File: src/rtl/packet_transfer_buffer_mc_if.sv
// Bundle for packet_transfer_buffer_mc: per-channel flit inputs, the FWFT
// output port and the occupancy counters.
interface packet_transfer_buffer_mc_if #(
  parameter int unsigned FLIT_WIDTH = 64,
  parameter int unsigned DEPTH      = 16,
  parameter int unsigned CHANNELS   = 2
);
  localparam int unsigned AW = $clog2(DEPTH);
  localparam int unsigned CW = (CHANNELS > 1) ? $clog2(CHANNELS) : 1;

  logic [CHANNELS-1:0]            in_valid;
  logic [CHANNELS-1:0]            in_ready;
  logic [CHANNELS*FLIT_WIDTH-1:0] in_flit;
  logic [CHANNELS-1:0]            in_tail;
  logic                           out_valid;
  logic                           out_ready;
  logic [FLIT_WIDTH-1:0]          out_flit;
  logic                           out_tail;
  logic [CW-1:0]                  out_channel;
  logic [AW:0]                    count;
  logic [AW:0]                    packet_count;

  modport master (
    output in_valid, in_flit, in_tail, out_ready,
    input  in_ready, out_valid, out_flit, out_tail, out_channel, count, packet_count
  );

  modport slave (
    input  in_valid, in_flit, in_tail, out_ready,
    output in_ready, out_valid, out_flit, out_tail, out_channel, count, packet_count
  );
endinterface

File: src/rtl/packet_transfer_buffer_mc.sv
// Multi-channel packet FIFO with packet-granular round-robin arbitration.
// Define PACKET_BUFFER_STORE_FORWARD_EN to hold packets until their tail is stored.
module packet_transfer_buffer_mc #(
  parameter int unsigned FLIT_WIDTH = 64,
  parameter int unsigned DEPTH      = 16,
  parameter int unsigned CHANNELS   = 2
) (
  input  logic                         clk,
  input  logic                         rst,
  packet_transfer_buffer_mc_if.slave   bus
);
  localparam int unsigned AW = $clog2(DEPTH);
  localparam int unsigned CW = (CHANNELS > 1) ? $clog2(CHANNELS) : 1;

  typedef struct packed {
    logic [CW-1:0]         channel;
    logic                  tail;
    logic [FLIT_WIDTH-1:0] flit;
  } entry_t;

  typedef enum logic {ST_OPEN, ST_LOCKED} lock_state_t;

  entry_t                mem [DEPTH];
  logic [AW:0]           wr_ptr, rd_ptr, count_q, pcount_q;
  lock_state_t           state_q, state_d;
  logic [CW-1:0]         lock_ch, rr_ptr, grant, cand;
  logic                  grant_valid, full, empty, wr_en, rd_en, out_valid_c;
  logic                  tail_wr, tail_rd;
  logic [CHANNELS-1:0]   ready_c;
  logic [FLIT_WIDTH-1:0] flits [CHANNELS];
  int unsigned           idx;
  entry_t                wr_entry, head;

  assign empty = (wr_ptr == rd_ptr);
  assign full  = ((wr_ptr ^ rd_ptr) == {1'b1, {AW{1'b0}}});

  // Grant is pinned to the lock owner mid-packet, else first valid after rr_ptr.
  always_comb begin
    grant       = lock_ch;
    grant_valid = 1'b0;
    idx         = 0;
    cand        = '0;
    if (state_q == ST_LOCKED) begin
      grant_valid = 1'b1;
    end else begin
      for (int unsigned k = 1; k <= CHANNELS; k++) begin
        idx  = (32'(rr_ptr) + k) % CHANNELS;
        cand = CW'(idx);
        if (!grant_valid && bus.in_valid[cand]) begin
          grant       = cand;
          grant_valid = 1'b1;
        end
      end
    end
  end

  always_comb begin
    ready_c = '0;
    for (int unsigned i = 0; i < CHANNELS; i++) begin
      flits[i]   = bus.in_flit[i*FLIT_WIDTH +: FLIT_WIDTH];
      ready_c[i] = grant_valid && (grant == CW'(i)) && !full;
    end
  end

  assign wr_entry = '{channel: grant, tail: bus.in_tail[grant], flit: flits[grant]};
  assign wr_en    = |(bus.in_valid & ready_c);
  assign head     = mem[rd_ptr[AW-1:0]];

`ifdef PACKET_BUFFER_STORE_FORWARD_EN
  // Full acts as the escape for packets longer than the FIFO.
  assign out_valid_c = !empty && ((pcount_q != '0) || full);
`else
  assign out_valid_c = !empty;
`endif

  assign rd_en   = out_valid_c && bus.out_ready;
  assign tail_wr = wr_en && wr_entry.tail;
  assign tail_rd = rd_en && head.tail;

  // Lock opens on a non-tail write and closes on the tail.
  always_comb begin
    state_d = state_q;
    if (wr_en) begin
      state_d = wr_entry.tail ? ST_OPEN : ST_LOCKED;
    end
  end

  always_ff @(posedge clk) begin
    if (rst) begin
      state_q  <= ST_OPEN;
      lock_ch  <= '0;
      rr_ptr   <= CW'(CHANNELS - 1);
      wr_ptr   <= '0;
      rd_ptr   <= '0;
      count_q  <= '0;
      pcount_q <= '0;
    end else begin
      state_q <= state_d;
      if (wr_en) begin
        wr_ptr <= wr_ptr + (AW+1)'(1);
        if (wr_entry.tail) rr_ptr  <= grant;
        else               lock_ch <= grant;
      end
      if (rd_en) rd_ptr <= rd_ptr + (AW+1)'(1);
      if (wr_en && !rd_en)      count_q <= count_q + (AW+1)'(1);
      else if (!wr_en && rd_en) count_q <= count_q - (AW+1)'(1);
      if (tail_wr && !tail_rd)      pcount_q <= pcount_q + (AW+1)'(1);
      else if (!tail_wr && tail_rd) pcount_q <= pcount_q - (AW+1)'(1);
    end
  end

  // Storage is not reset; validity is tracked by the pointers.
  always_ff @(posedge clk) begin
    if (wr_en) mem[wr_ptr[AW-1:0]] <= wr_entry;
  end

  assign bus.in_ready     = ready_c;
  assign bus.out_valid    = out_valid_c;
  assign bus.out_flit     = head.flit;
  assign bus.out_tail     = head.tail;
  assign bus.out_channel  = head.channel;
  assign bus.count        = count_q;
  assign bus.packet_count = pcount_q;
endmodule

File: src/flat_wrapper.sv
// flat-port wrapper written by rule: the top's interface ports become plain ports
module packet_transfer_buffer_mc_flat 
#(
  parameter int unsigned FLIT_WIDTH = 64,
  parameter int unsigned DEPTH      = 16,
  parameter int unsigned CHANNELS   = 2
)
  (clk, rst, bus_in_valid, bus_in_flit, bus_in_tail, bus_out_ready, bus_in_ready, bus_out_valid, bus_out_flit, bus_out_tail, bus_out_channel, bus_count, bus_packet_count);
  packet_transfer_buffer_mc_if #(.FLIT_WIDTH(FLIT_WIDTH), .DEPTH(DEPTH), .CHANNELS(CHANNELS)) bus_i ();
  input  logic clk;
  input  logic rst;
  input wire logic [$bits(bus_i.in_valid)-1:0] bus_in_valid;
  input wire logic [$bits(bus_i.in_flit)-1:0] bus_in_flit;
  input wire logic [$bits(bus_i.in_tail)-1:0] bus_in_tail;
  input wire logic [$bits(bus_i.out_ready)-1:0] bus_out_ready;
  output wire logic [$bits(bus_i.in_ready)-1:0] bus_in_ready;
  output wire logic [$bits(bus_i.out_valid)-1:0] bus_out_valid;
  output wire logic [$bits(bus_i.out_flit)-1:0] bus_out_flit;
  output wire logic [$bits(bus_i.out_tail)-1:0] bus_out_tail;
  output wire logic [$bits(bus_i.out_channel)-1:0] bus_out_channel;
  output wire logic [$bits(bus_i.count)-1:0] bus_count;
  output wire logic [$bits(bus_i.packet_count)-1:0] bus_packet_count;
  assign bus_i.in_valid = bus_in_valid;
  assign bus_i.in_flit = bus_in_flit;
  assign bus_i.in_tail = bus_in_tail;
  assign bus_i.out_ready = bus_out_ready;
  assign bus_in_ready = bus_i.in_ready;
  assign bus_out_valid = bus_i.out_valid;
  assign bus_out_flit = bus_i.out_flit;
  assign bus_out_tail = bus_i.out_tail;
  assign bus_out_channel = bus_i.out_channel;
  assign bus_count = bus_i.count;
  assign bus_packet_count = bus_i.packet_count;
  packet_transfer_buffer_mc #(.FLIT_WIDTH(FLIT_WIDTH), .DEPTH(DEPTH), .CHANNELS(CHANNELS)) u_core (.clk(clk), .rst(rst), .bus(bus_i));
endmodule
File: config.mk
export PLATFORM = sky130hd
export DESIGN_NAME = packet_transfer_buffer_mc_flat
export DESIGN_NICKNAME = d
export VERILOG_FILES = /design/src/rtl/packet_transfer_buffer_mc_if.sv /design/src/rtl/packet_transfer_buffer_mc.sv /design/src/flat_wrapper.sv
export SDC_FILE = /design/constraint.sdc
export NUM_CORES = 1
export LEC_CHECK = 0
export ABC_AREA = 1
export BUFFER_PORTS_ARGS = -buffer_cell sky130_fd_sc_hd__buf_2
export CORE_ASPECT_RATIO = 0.75
export CORE_MARGIN = 1.5
export CORE_UTILIZATION = 25
export CTS_BUF_LIST = sky130_fd_sc_hd__clkbuf_4 sky130_fd_sc_hd__clkbuf_8 sky130_fd_sc_hd__clkbuf_16
export DETAILED_ROUTE_END_ITERATION = 8
export PLACE_DENSITY = 0.5
export SETUP_SLACK_MARGIN = 0.02
export SKIP_LAST_GASP = 1
export SYNTH_ARGS = -nofsm -noshare
export SYNTH_HDL_FRONTEND = slang
export SYNTH_SLANG_ARGS = --single-unit
File: constraint.sdc
create_clock -name clk -period 6.91 [get_ports clk]
set_clock_uncertainty 0.05 [all_clocks]
set_input_delay 0.3455 -clock clk [delete_from_list [all_inputs] [get_ports clk]]
set_output_delay 0.3455 -clock clk [all_outputs]
set_load 0.02 [all_outputs]
==> results.md <==
* Final Cycle Share at 62.78%
* WS Path Type: reg -> out
* Fillers at 17.72k
* Via count of the routed design at 25.50k
* Finished Cell Area at 51370 sq um
* Post-CTS Setup Bufs at 0
* Worst setup EP type: output port
* Met3 Use GR at 2.340%
* Syn Area/Cell at 13.87 sq um
* Wirelength per Cell at 20.21 microns
* Total CTS buffers at 104
* Slew @ Worst Pin at 1.159 ns
* Max Slew Vio Count at 0
* Number of cells produced by synthesis at 3205
* Area delta synth->final at 15.55%
* Mapped Nets at 3355
* Maximum Capacitance Violations at 0
* Distinct cell type count after synthesis at 31
* First-pass GRT wire length at 171600 microns
* DR DRC count at 0
* GRT overflow at 0
* Initial antenna violation count at 4
* Core box area at 175900 sq um
* Startpoint types: register
* Synth Register Bits at 1083
* Combinational share of power at 19.8%
* Die ar. at 180400 sq um
* Final wirelength at 117700 microns
* Normalized max-slew margin at 22.77%
* Met1 usage at 18.58%
* Io pins at 214
* Switching power at 4998 uW
* Dpl hpwl at 64990 microns
* Layout cell share with drive strength beyond 1 at 13.28%
* Clock sinks at 1083
* CTS tree: built
* Largest net degree at the start of global routing at 198
* Crit-path max cell delay at 0.82 ns
* Switching Share at 29.43%
* P_leak at 0.01730 uW
* GPL Wtd Cong at 0.7013
* Mapped Area at 44450 sq um
* Overall routing resource usage at 12.73%
* Post-layout util at 29.20%
* Hold Path Class: in -> reg
* Clock network power share at 34.2%
* CP cell instances: buf_4 -> buf_12 -> a21oi_1 -> o21ai_0 -> o21ai_1 -> o211ai_1 -> nand2_1 -> buf_2
* Worst vdd ir at 0.2202 mV
* Fmax at 0.2305 GHz
* Yosys top cell area share at 71.34%
* Critical path's slowest cell: buf_4
* Clock Tree Root: clkbuf_16
* Drt first pass iters at 5
* Clock transition at the registers of the reported paths at 0.06 ns
* RSZ-0062 raised after global routing: no
* Cell Pwr Density at 330.7 nW/um^2
* Post-route ant nets at 0
* Vias in the first global route at 24.73k
* Seq pwr share at 46.0%
* Starting Density at 25.27%
* Area leader, netlist: edfxtp_1
* Final hold vios at 0
* Synth warnings at 0
* Status: finished, final reports clean
* Row cnt at 133
* Busiest grt layer: met2
* Required time worst endpoint at 6.51 ns
* Tmin final at 4.338 ns
* Sequential area share after synthesis at 72.55%
* Drt initial violations at 2258
* Die height at 368.2 microns
* H-tree level count at 3
* Worst-path fanout max at 120
* Worst-case clock buffer depth at 3
* Clk Latency, worst-skew pair at 0.71 ns
* Final nets at 3518
* Area after DPL at 47860 sq um
* Setup-failing EPs final at 0
* Setup TNS at 0 ns
* DIE WIDTH at 489.9 microns
* Leading post-synthesis cells by cell area: edfxtp_1 (71%), mux2i_1 (5.9%), o211ai_1 (4.4%)
* Pint at 11990 uW
* Met2 Use GR at 19.66%
* DR vias/cell at 4.380
* Crit path arrival time at 3.94 ns
* PortBufs at 213
## logic make-up (layout without fill, tap and decap cells)
| kind of cell | after synthesis | count (layout) | synth area share [%] |
|---|---|---|---|
| buf+inv | 503 | 755 | 5.337 |
| flops | 1083 | 1083 | 72.55 |
| fa+ha+maj | 15 | 15 | 0.4560 |
| xor+xnor | 13 | 13 | 0.2561 |
| simple gates | 430 | 430 | 3.876 |
| mux | 264 | 264 | 5.945 |
| other cells | 0 | 3 | 0 |
| compound gates | 897 | 897 | 11.58 |
## cells in the mapped netlist, drive strengths merged
| cell type | instances |
|---|---|
| nand3b | 1 |
| inv | 296 |
| nand2 | 311 |
| buf | 79 |
| nor3 | 3 |
| xor2 | 9 |
| nand3 | 71 |
| a211oi | 1 |
| nor2 | 44 |
| mux2i | 264 |
| xnor2 | 4 |
| fa | 2 |
| edfxtp | 1056 |
| o21ai | 356 |
| a21oi | 278 |
| dfxtp | 27 |
| a21o | 2 |
| ha | 13 |
| o211ai | 260 |
| clkbuf | 128 |
## stage by stage
stage                     total power (uW)  hold WS (ns)  setup slack [ns]  std cells
after floorplan                      10270        0.3787             2.363       3205
after detailed placement             11420        0.4265             3.078       5621
final                                16990       0.05987             2.572       5822
after global placement               11410        0.4211             3.100       5621
after global routing                 17790       0.03807             2.256       5820
after CTS                            17260      0.008198             2.477       5819
## worst max-delay path, delay by kind of cell, from the launching register on
family          cells  cell delay (ns)
compound gates      4             0.63
buf+inv             3             1.60
flops               1             0.65
simple gates        1             0.13
## what timing repair did
action | 4_1_cts | 5_1_grt
hold endpoints to repair | 11 | 0
hold buffers | 3 | 0
gates resized for setup | 0 | 0
## final cells by class
type                    instances  area, sq um  share of cell area, %
diodes                          3        7.507                0.01462
clock buffers                 129         2843                  5.534
clock inverters                66        629.4                  1.225
inverters                     296         1126                  2.192
multi-input cells            1619         9957                  19.38
flip-flops and latches       1083        32270                  62.82
well taps                    2362         2955                  5.754
repair buffers                264         1582                  3.079
## power groups by stage
stage                     combinational [uW]  sequential, uW  clock, uW
after global routing                    3770            7830       6180
final                                   3370            7810       5810
after detailed placement                3470            7960          0
after global placement                  3460            7950          0
after floorplan                         2360            7910          0
after CTS                               3480            7810       5960
## cell usage in the layout (no fill, tap or decap), drive strengths merged
cell,instances
edfxtp,1056
o21ai,356
nand2,311
inv,297
a21oi,278
mux2i,264
buf,261
o211ai,260
clkbuf,129
nand3,71
clkinv,49
nor2,44
dfxtp,27
ha,13
bufinv,10
xor2,9
clkinvlp,6
xnor2,4
diode,3
nor3,3
dlygate4sd3,3
a21o,2
fa,2
nand3b,1
a211oi,1
## flip-flops by register name, indices dropped and copies added (netlist names), named ones only
register	cells
u_core.mem	1056
u_core.bus.count	5
u_core.bus.packet_count	5
u_core.rd_ptr	5
u_core.wr_ptr	5
u_core.lock_ch	1
u_core.rr_ptr	1
u_core.state_q	1
## metal layers
layer	wire length, microns	vias up	part of all wire [%]
li1	-	12173	-
met1	57660	12666	49
met2	53060	538	45
met3	5337	125	4.5
met4	1616	0	1.4
met5	0	-	0
## final timing paths
| path | start | endpoint | slack, ns | cells past startpoint |
|---|---|---|---|---|
| worst max register to register | u_core.state_q | u_core.mem[14][53] | 3.30 | 11 |
| worst min-delay path | bus_in_tail[0] | u_core.rr_ptr | 0.06 | 6 |
| worst max-delay path | register | bus_out_flit[40] | 2.57 | 8 |
| worst min register to register | u_core.rr_ptr | u_core.rr_ptr | 0.43 | 2 |
No activity file was read; power rests on OpenSTA's default activity.
